## src/rtl/alu_seq_pkg.sv

```systemverilog
//------------------------------------------------------------------------------
// Module      : alu_seq_pkg
// Description : Shared types and constants for the ALU word sequencer.
// Revision    : 1.0 - initial release
//------------------------------------------------------------------------------
`default_nettype none

package alu_seq_pkg;

    localparam int c_nibble_w = 4;

    typedef enum logic [1:0] {
        IDLE = 2'd0,
        RUN  = 2'd1,
        DONE = 2'd2
    } state_t;

    // SerialALU function selects shared with the instruction decoder
    localparam logic [3:0] ALU_S_ADD = 4'b1001;
    localparam logic [3:0] ALU_S_XOR = 4'b0110;

    function automatic int idx_width(input int words);
        return (words > 1) ? $clog2(words) : 1;
    endfunction

endpackage

`default_nettype wire

```

## src/rtl/alu_nibble_mux.sv

```systemverilog
//------------------------------------------------------------------------------
// Module      : alu_nibble_mux
// Description : Selects one 4-bit nibble out of a multi-nibble word.
// Revision    : 1.0 - initial release
//------------------------------------------------------------------------------
`default_nettype none

module alu_nibble_mux
    import alu_seq_pkg::*;
#(
    parameter int WORDS = 4,
    parameter int IDX_W = 2
) (
    input  logic [WORDS*c_nibble_w-1:0] word,
    input  logic [IDX_W-1:0]            sel,
    output logic [c_nibble_w-1:0]       nibble
);

    logic [c_nibble_w-1:0] w_nibs [WORDS];

    generate
        for (genvar gi = 0; gi < WORDS; gi++) begin : g_split
            assign w_nibs[gi] = word[gi*c_nibble_w +: c_nibble_w];
        end
    endgenerate

    // Out-of-range selects return zero rather than wrapping
    always_comb begin
        nibble = '0;
        for (int i = 0; i < WORDS; i++) begin
            if (sel == IDX_W'(i)) begin
                nibble = w_nibs[i];
            end
        end
    end

endmodule

`default_nettype wire

```

## src/rtl/alu_word_sequencer.sv

```systemverilog
//------------------------------------------------------------------------------
// Module      : alu_word_sequencer
// Description : Drives a 4-bit SerialALU nibble by nibble (LSB first) to build
//               4*WORDS-bit results with chained carry.
// Revision    : 1.0 - initial release
//------------------------------------------------------------------------------
`default_nettype none

module alu_word_sequencer
    import alu_seq_pkg::*;
#(
    parameter int WORDS = 4
) (
    input  logic               clk,
    input  logic               rst,
    input  logic               start,
    input  logic [4*WORDS-1:0] op_a,
    input  logic [4*WORDS-1:0] op_b,
    input  logic [3:0]         op_s,
    input  logic               op_m,
    input  logic               op_cin,
    output logic               busy,
    output logic               done,
    output logic [4*WORDS-1:0] result,
    output logic               cout,
    output logic [3:0]         alu_a,
    output logic [3:0]         alu_b,
    output logic [3:0]         alu_s,
    output logic               alu_m,
    output logic               alu_pin,
    input  logic [3:0]         alu_r,
    input  logic [3:0]         alu_p
);

    localparam int                 c_width = c_nibble_w * WORDS;
    localparam int                 c_idx_w = idx_width(WORDS);
    localparam logic [c_idx_w-1:0] c_last  = c_idx_w'(WORDS - 1);

    state_t               r_state;
    state_t               w_next_state;
    logic [c_width-1:0]   r_a;
    logic [c_width-1:0]   r_b;
    logic [3:0]           r_s;
    logic                 r_m;
    logic                 r_carry;
    logic [c_idx_w-1:0]   r_idx;
    logic [c_width-1:0]   r_result;
    logic                 r_cout;
    logic [3:0]           w_nib_a;
    logic [3:0]           w_nib_b;
    logic                 w_unused_p;

    // Only the nibble carry bit of P is meaningful to the sequencer
    assign w_unused_p = ^alu_p[2:0];

    alu_nibble_mux #(
        .WORDS (WORDS),
        .IDX_W (c_idx_w)
    ) u_mux_a (
        .word   (r_a),
        .sel    (r_idx),
        .nibble (w_nib_a)
    );

    alu_nibble_mux #(
        .WORDS (WORDS),
        .IDX_W (c_idx_w)
    ) u_mux_b (
        .word   (r_b),
        .sel    (r_idx),
        .nibble (w_nib_b)
    );

    always_ff @(posedge clk) begin
        if (rst) begin
            r_state <= IDLE;
        end else begin
            r_state <= w_next_state;
        end
    end

    always_ff @(posedge clk) begin
        if (rst) begin
            r_a      <= '0;
            r_b      <= '0;
            r_s      <= '0;
            r_m      <= 1'b0;
            r_carry  <= 1'b0;
            r_idx    <= '0;
            r_result <= '0;
            r_cout   <= 1'b0;
        end else begin
            case (r_state)
                IDLE: begin
                    if (start) begin
                        r_a     <= op_a;
                        r_b     <= op_b;
                        r_s     <= op_s;
                        r_m     <= op_m;
                        r_carry <= op_cin;
                        r_idx   <= '0;
                    end
                end
                RUN: begin
                    for (int i = 0; i < WORDS; i++) begin
                        if (r_idx == c_idx_w'(i)) begin
                            r_result[i*c_nibble_w +: c_nibble_w] <= alu_r;
                        end
                    end
                    r_carry <= alu_p[3];
                    if (r_idx == c_last) begin
                        r_cout <= alu_p[3];
                        r_idx  <= '0;
                    end else begin
                        r_idx  <= r_idx + c_idx_w'(1);
                    end
                end
                default: ;
            endcase
        end
    end

    // ALU-facing outputs are forced to zero outside RUN
    always_comb begin
        w_next_state = r_state;
        busy         = 1'b0;
        done         = 1'b0;
        alu_a        = '0;
        alu_b        = '0;
        alu_s        = '0;
        alu_m        = 1'b0;
        alu_pin      = 1'b0;
        case (r_state)
            IDLE: begin
                if (start) begin
                    w_next_state = RUN;
                end
            end
            RUN: begin
                busy    = 1'b1;
                alu_a   = w_nib_a;
                alu_b   = w_nib_b;
                alu_s   = r_s;
                alu_m   = r_m;
                alu_pin = r_carry;
                if (r_idx == c_last) begin
                    w_next_state = DONE;
                end
            end
            DONE: begin
                busy         = 1'b1;
                done         = 1'b1;
                w_next_state = IDLE;
            end
            default: begin
                w_next_state = IDLE;
            end
        endcase
    end

    assign result = r_result;
    assign cout   = r_cout;

endmodule

`default_nettype wire

```

## config.mk

```make
export PLATFORM = sky130hd
export DESIGN_NAME = alu_word_sequencer
export DESIGN_NICKNAME = d
export VERILOG_FILES = /design/src/rtl/alu_seq_pkg.sv /design/src/rtl/alu_nibble_mux.sv /design/src/rtl/alu_word_sequencer.sv
export SDC_FILE = /design/constraint.sdc
export NUM_CORES = 1
export LEC_CHECK = 0
export ABC_AREA = 1
export BUFFER_PORTS_ARGS = -buffer_cell sky130_fd_sc_hd__buf_2
export CAP_MARGIN = 10
export CORE_UTILIZATION = 45
export DETAILED_ROUTE_END_ITERATION = 7
export PLACE_DENSITY = 0.76
export SYNTH_ARGS = -nofsm -noshare
export SYNTH_HDL_FRONTEND = slang
export SYNTH_SLANG_ARGS = --single-unit
export TNS_END_PERCENT = 10
```

## constraint.sdc

```tcl
create_clock -name clk -period 1.35 [get_ports clk]
set_input_delay 0.135 -clock clk [delete_from_list [all_inputs] [get_ports clk]]
set_output_delay 0.135 -clock clk [all_outputs]
set_load 0.01 [all_outputs]
```

-- After elaboration in Yosys (flattened, before gate mapping)
Cells that the tools add are included.
- add/sub/neg operators: 1
- eq/ne operators: 7
- mux-type cells: 23
- reductions and logical operators: 11
- operator list (kind ; number):
    4-bit two-way mux ; 11
    2-bit AND reduction ; 7
    2-bit two-way mux ; 4
    2-bit case mux with 2 select lines ; 2
    2-bit equality test (second input constant) ; 3
    1-bit two-way mux ; 5
    2-bit by 1-bit equality test with 1-bit output (second input constant) ; 2
    2-bit logical NOT ; 2
    2-bit inequality test (second input constant) ; 2
    2-bit by 1-bit adder with 2-bit output (second input constant) ; 1
    1-bit case mux with 2 select lines ; 1
    2-bit nonzero test ; 1
    2-bit OR reduction ; 1
- flip-flop bits (word level): 59
- input port bits: 49
- output and inout port bits: 33
- word-level logic and storage cells: 54

-- Depth between registers and ports, before layout
- depth after elaboration: 6
- mapped depth: 8
- gate-level depth less buffers: 8

-- Modules after synthesis
From an unflattened synthesis, not the netlist that was laid out.
- cells, all modules: 367
- area total of the unflattened synthesis: 2687.6 um^2
- modules (own cells, without submodules) (module ; times used ; cells an instance ; area each (um^2) ; sequential area each (um^2)):
    alu_word_sequencer ; 1 ; 317 ; 2404.8 ; 1181.1
    alu_nibble_mux ; 2 ; 25 ; 141.4 ; 0.0

-- Worst setup path before layout
Ideal clock, no wire load.
- path type: register to output
- from: register r_idx[0]
- to: output alu_a[1]
- arrival: 1.206 ns
- data required time: 1.215 ns
- setup slack: 0.009 ns
- stages on the path, launching flop included: 9
- path buffers: 2
- cells stage by stage: dfxtp_1 inv_1 ha_1 buf_2 buf_2 a21oi_1 nand2_1 nand2_1 nand2_1
- cells in the longest elaborated chain, start to end: 6
- elaborated cells on any way between the ends: 9
- those cells by class: eq/ne: 3; mux: 5; reduce/logical: 1
- RTL lines (element ; RTL line ; source):
    start, declared ; alu_word_sequencer.sv:46 ; logic [c_idx_w-1:0] r_idx;
    start signal, assigned ; alu_word_sequencer.sv:115 ; r_idx <= r_idx + c_idx_w'(1);
    2-bit logical NOT ; alu_nibble_mux.sv:31 ; if (sel == IDX_W'(i)) begin
    4-bit two-way mux (3 in series) ; alu_nibble_mux.sv:31 ;
    4-bit two-way mux * ; alu_nibble_mux.sv:31 ;
    4-bit two-way mux * ; alu_word_sequencer.sv:133 ; case (r_state)
    end, declared ; alu_word_sequencer.sv:26 ; output logic [3:0] alu_a,
Every way passes the cells marked *; elsewhere a longest branch is shown, timed or not.

-- Final worst setup path
- from: register r_idx[0]
- to: output alu_a[2]
The elaborated chain is that of the path after synthesis.

==> flow_summary.html <==
<table>
<tr><th>Metric</th><th>Value</th></tr>
<tr><th colspan="2">Worst setup path</th></tr>
<tr><td>Reg-to-reg setup timing slack</td><td>roughly 70 ps</td></tr>
<tr><td>Req. time, crit path</td><td>roughly 1200 ps</td></tr>
<tr><td>Number of cells on the critical path</td><td>8</td></tr>
<tr><td>Family of cells with the greatest summed delay on the critical path</td><td>flip-flops</td></tr>
<tr><td>Crit-path slowest cell</td><td>dfxtp_4</td></tr>
<tr><td>Crit Path Category</td><td>flip-flop to output pin</td></tr>
<tr><td>Total buffers and inverters traversed by the critical path</td><td>3</td></tr>
<tr><td>Cell with the most instances on the worst path</td><td>nand2_1</td></tr>
<tr><td>Capturing element type of the critical path</td><td>output pin</td></tr>
<tr><td>Startpoint class of the critical path</td><td>flip-flop</td></tr>
<tr><td>Delay contributed by the slowest stage of the critical path</td><td>360 ps</td></tr>
<tr><td>Data arrival time of the critical path</td><td>1590 ps</td></tr>
<tr><td>Reg2reg path depth</td><td>6</td></tr>
<tr><td>Endpoint of the worst-slack reg-to-reg timing path</td><td>r_a[7]$_SDFFE_PP0P_</td></tr>
<tr><td>Worst reg2reg path startpoint</td><td>r_state[0]$_SDFFE_PP0P_</td></tr>
<tr><td>Worst Path Max Fanout</td><td>4</td></tr>
<tr><td>Critical Path, Cell by Cell</td><td>ha_1, inv_1, nand2_2, buf_4, a21oi_2, nand2_1, nand2_1, buf_2</td></tr>
<tr><th colspan="2">GRT</th></tr>
<tr><td>Number of antenna violations at the first check in global routing</td><td>0</td></tr>
<tr><td>Total global routing track utilization</td><td>20.8%</td></tr>
<tr><td>Wire length of the first global-routing pass</td><td>between 9 and 10 mm</td></tr>
<tr><td>Maximum number of pins on one net before global-route repair</td><td>23</td></tr>
<tr><td>Via count of the first global-routing pass</td><td>~2300</td></tr>
<tr><td>Overflow left after global routing</td><td>0</td></tr>
<tr><th colspan="2">Final layout</th></tr>
<tr><td>Total of fill cells in the finished design</td><td>520</td></tr>
<tr><td>Total number of nets in the final design</td><td>a little over 500</td></tr>
<tr><td>Share of layout cells above drive strength 1</td><td>35.3%</td></tr>
<tr><td>Area growth from synthesis to layout</td><td>37.0%</td></tr>
<tr><td>Number of cells in the finished layout apart from fillers</td><td>540</td></tr>
<tr><td>Antenna diodes</td><td>0</td></tr>
<tr><th colspan="2">Routing</th></tr>
<tr><td>Routed wire per std cell</td><td>11.0 µm</td></tr>
<tr><td>Via count</td><td>around 2600</td></tr>
<tr><td>DRT iter0 DRCs</td><td>approximately 110</td></tr>
<tr><td>Routed length on met3</td><td>285 µm</td></tr>
<tr><td>Final routed DRC violation total</td><td>0</td></tr>
<tr><td>Top sig layer</td><td>met4</td></tr>
<tr><td>Detailed Routing Iterations Pass 1</td><td>5</td></tr>
<tr><td>Number of antenna-violating nets in the routed design</td><td>0</td></tr>
<tr><td>Via-per-instance ratio</td><td>roughly 4.8</td></tr>
<tr><td>Routed wire length</td><td>roughly 5.9 mm</td></tr>
<tr><td>WL met1</td><td>2.60 mm</td></tr>
<tr><td>Detailed route wirelength on metal2</td><td>2.87 mm</td></tr>
<tr><th colspan="2">STA</th></tr>
<tr><td>Worst Slack Setup Final</td><td>-373 ps</td></tr>
<tr><td>Total negative setup slack</td><td>-2910 ps</td></tr>
<tr><td>Maximum clock frequency</td><td>between 0.5 and 0.6 GHz</td></tr>
<tr><td>Transition time at the pin with the least slew margin</td><td>about 230 ps</td></tr>
<tr><td>Number of max-slew violations in the final report</td><td>0</td></tr>
<tr><td># setup viols final</td><td>13</td></tr>
<tr><td>Unrepaired setup endpoints after global routing</td><td>true</td></tr>
<tr><td>Shortest period the worst path allows</td><td>1720 ps</td></tr>
<tr><td>Final period utilization</td><td>128%</td></tr>
<tr><td>Max-slew headroom</td><td>about 84%</td></tr>
<tr><td>Post-Route Skew</td><td>4.96 ps</td></tr>
<tr><td>Hold WS</td><td>roughly 38 ps</td></tr>
<tr><td>Final hold violation count</td><td>0</td></tr>
<tr><th colspan="2">Yosys</th></tr>
<tr><td>Most used DFF post-synth</td><td>dfxtp_1</td></tr>
<tr><td>Leading area contributor after synthesis</td><td>dfxtp_1</td></tr>
<tr><td>Most frequent cells after synthesis</td><td>nor2_1, nand2_1, dfxtp_1, o21ai_0, a21oi_1</td></tr>
<tr><td>Proportion of netlist area held by the largest area contributor</td><td>46.3%</td></tr>
<tr><td>Synthesized area</td><td>between 2000 and 3000 µm²</td></tr>
<tr><td>Mean cell area of the mapped netlist</td><td>about 7 µm²</td></tr>
<tr><td>Most common cell in the netlist</td><td>nor2_1</td></tr>
<tr><td>Async set or reset register ratio after synthesis</td><td>0%</td></tr>
<tr><td>Number of nets produced by synthesis</td><td>between 400 and 500</td></tr>
<tr><td>Number of synthesized flops with an enable pin</td><td>0</td></tr>
<tr><td>Gate count of the mapped netlist</td><td>363</td></tr>
<tr><td>Number of warnings issued by yosys</td><td>0</td></tr>
<tr><td>Area contributors post-synth</td><td>dfxtp_1, nor2_1, o21ai_0, nand2_1, a21oi_1</td></tr>
<tr><td>Post-synthesis sequential area ratio</td><td>between 40% and 50%</td></tr>
<tr><td>Distinct cells, synth</td><td>17</td></tr>
<tr><td>Flip-flop and latch count after synthesis</td><td>a little under 60</td></tr>
<tr><th colspan="2">Floorplan</th></tr>
<tr><td>Core box area</td><td>about 5500 µm²</td></tr>
<tr><td>Starting utilization of the core area</td><td>between 40% and 50%</td></tr>
<tr><td>FP Rows</td><td>27</td></tr>
<tr><td>Die Width</td><td>77.3 µm</td></tr>
<tr><td>Die Outline Area</td><td>5970 µm²</td></tr>
<tr><td>Number of top-level pins</td><td>between 80 and 90</td></tr>
<tr><td>Die height</td><td>77.3 µm</td></tr>
<tr><th colspan="2">Clock tree</th></tr>
<tr><td>Clk Tree Root Cell</td><td>clkbuf_8</td></tr>
<tr><td>Max Root-Sink Buffers</td><td>2</td></tr>
<tr><td>CTS HTree Levels</td><td>3</td></tr>
<tr><td>Clock Sinks</td><td>between 50 and 60</td></tr>
<tr><td>Number of buffers added by the clock tree synthesis step</td><td>9</td></tr>
<tr><td>Clock transition at path regs</td><td>60 ps</td></tr>
<tr><td>CTS tree</td><td>built</td></tr>
<tr><td>Clock latency reported for the late side of the worst-skew pair</td><td>between 300 and 400 ps</td></tr>
<tr><th colspan="2">Power</th></tr>
<tr><td>Power Dens Cells</td><td>1170 nW/µm²</td></tr>
<tr><td>Static Leakage</td><td>between 1.5 and 2 nW</td></tr>
<tr><td>Overall power of the completed layout</td><td>roughly 4 mW</td></tr>
<tr><td>Worst vdd ir</td><td>about 750 µV</td></tr>
<tr><th colspan="2">Place</th></tr>
<tr><td>Port Buf Inserts</td><td>between 70 and 80</td></tr>
<tr><td>Placement Setup Slack</td><td>-152 ps</td></tr>
<tr><td># placed instances</td><td>522</td></tr>
<tr><td>HPWL after detailed placement</td><td>~4.2 mm</td></tr>
<tr><td>Routability cong.</td><td>about 0.75</td></tr>
<tr><th colspan="2">Worst hold path</th></tr>
<tr><td>Class of the worst hold path</td><td>input port to flip-flop</td></tr>
<tr><td>Hold worst-path end</td><td>r_a[15]$_SDFFE_PP0P_</td></tr>
<tr><td>Hold depth</td><td>3</td></tr>
<tr><td>Startpoint of the worst hold path</td><td>op_a[15]</td></tr>
<tr><th colspan="2">Outcome</th></tr>
<tr><td>Run status</td><td>finished with violations</td></tr>
<tr><td>Violated checks</td><td>setup timing</td></tr>
<tr><th colspan="2">Job</th></tr>
<tr><td>MaxCap Viol Count</td><td>0</td></tr>
</table>
## layer usage
layer	track usage, %	vias to the layer above
li1	-	1344
met1	24.1	1140
met2	35.1	71
met3	5.00	14
met4	11.1	0
met5	0	-
## worst max path at each step
stage,from,to,slack [ps]
after global routing,r_idx[1]$_SDFFE_PP0P_,alu_a[0],-480
after CTS,r_idx[1]$_SDFFE_PP0P_,alu_a[3],-370
after detailed placement,r_idx[0]$_SDFFE_PP0P_,alu_a[1],-150
after global placement,r_idx[0]$_SDFFE_PP0P_,alu_b[1],-110
after floorplan,r_idx[0]$_SDFFE_PP0P_,alu_a[1],9
final,r_idx[0]$_SDFFE_PP0P_,alu_a[2],-370
## final cells by class
cell class	count	area (µm²)	share of cell area, %
tap	72	90.1	2.58
inverter	30	121	3.47
multi-input combinational	255	1250	35.7
clock buffer	14	163	4.65
sequential	59	1190	34.1
clock inverter	2	10.0	0.286
timing repair buffer	108	672	19.2
## per-stage QoR
stage,instance area (µm²),util [%]
2_1_floorplan,2550,-
3_3_place_gp,3150,57.5
3_5_place_dp,3150,57.5
4_1_cts,3430,62.7
5_1_grt,3490,63.9
6_report,3490,63.9
## logic make-up after synthesis
logic type | share of synthesized area, %
AOI/OAI and AO/OA | 15.9
adders and majority gates | 3.43
buffers and inverters | 9.03
DFF | 46.3
and+or+nand+nor | 25.3
## flip-flops by register name, summed over array words and instances (netlist names)
signal	flops
r_a	16
r_b	16
result	16
r_s	4
r_idx	2
r_state	2
cout	1
r_carry	1
r_m	1
## layout by cell type (no fill, tap or decap)
| master | Yosys | layout |
|---|---|---|
| nor2_1 | 97 | 97 |
| buf_2 | 8 | 77 |
| nand2_1 | 64 | 56 |
| dfxtp_1 | 59 | 55 |
| o21ai_0 | 49 | 39 |
| buf_4 | 5 | 21 |
| inv_1 | 25 | 18 |
| a21oi_1 | 27 | 16 |
| o21ai_1 | 5 | 15 |
| nand2_2 | 4 | 11 |
| a21oi_2 | 0 | 11 |
| clkbuf_8 | 0 | 11 |
| inv_2 | 5 | 9 |
| buf_6 | 2 | 7 |
| clkinv_2 | 0 | 3 |
| ha_4 | 0 | 3 |
| clkbuf_1 | 2 | 3 |
| ha_2 | 0 | 2 |
| ha_1 | 7 | 2 |
| buf_12 | 0 | 2 |
| dfxtp_4 | 0 | 2 |
| dfxtp_2 | 0 | 2 |
| inv_4 | 0 | 1 |
| nor2_4 | 1 | 1 |
| inv_6 | 0 | 1 |
| nand2_4 | 0 | 1 |
| nand3_1 | 1 | 1 |
| dlygate4sd3_1 | 0 | 1 |
## tightest hold or removal path: cells and delay by family
kind / cells / cell delay, ps
buf+inv: 1 / 80
compound gates: 1 / 60
simple gates: 1 / 70
## what timing repair did
item / CTS / global route
endpoints found under the setup margin: 40 / 56
setup buffers: 1 / 0
hold endpoints to repair: 2 / 0
hold buffers: 1 / 0
gates resized for setup: 31 / 31
pin swaps: 4 / 1
## power breakdown
part	internal, mW	switching (mW)	leakage [nW]
Combinational	0.326	0.406	1.18
Sequential	1.87	0.0672	0.488
Clock	0.762	0.651	0.0905
Total	2.96	1.12	1.76
Power figures use the tool's default switching activity.
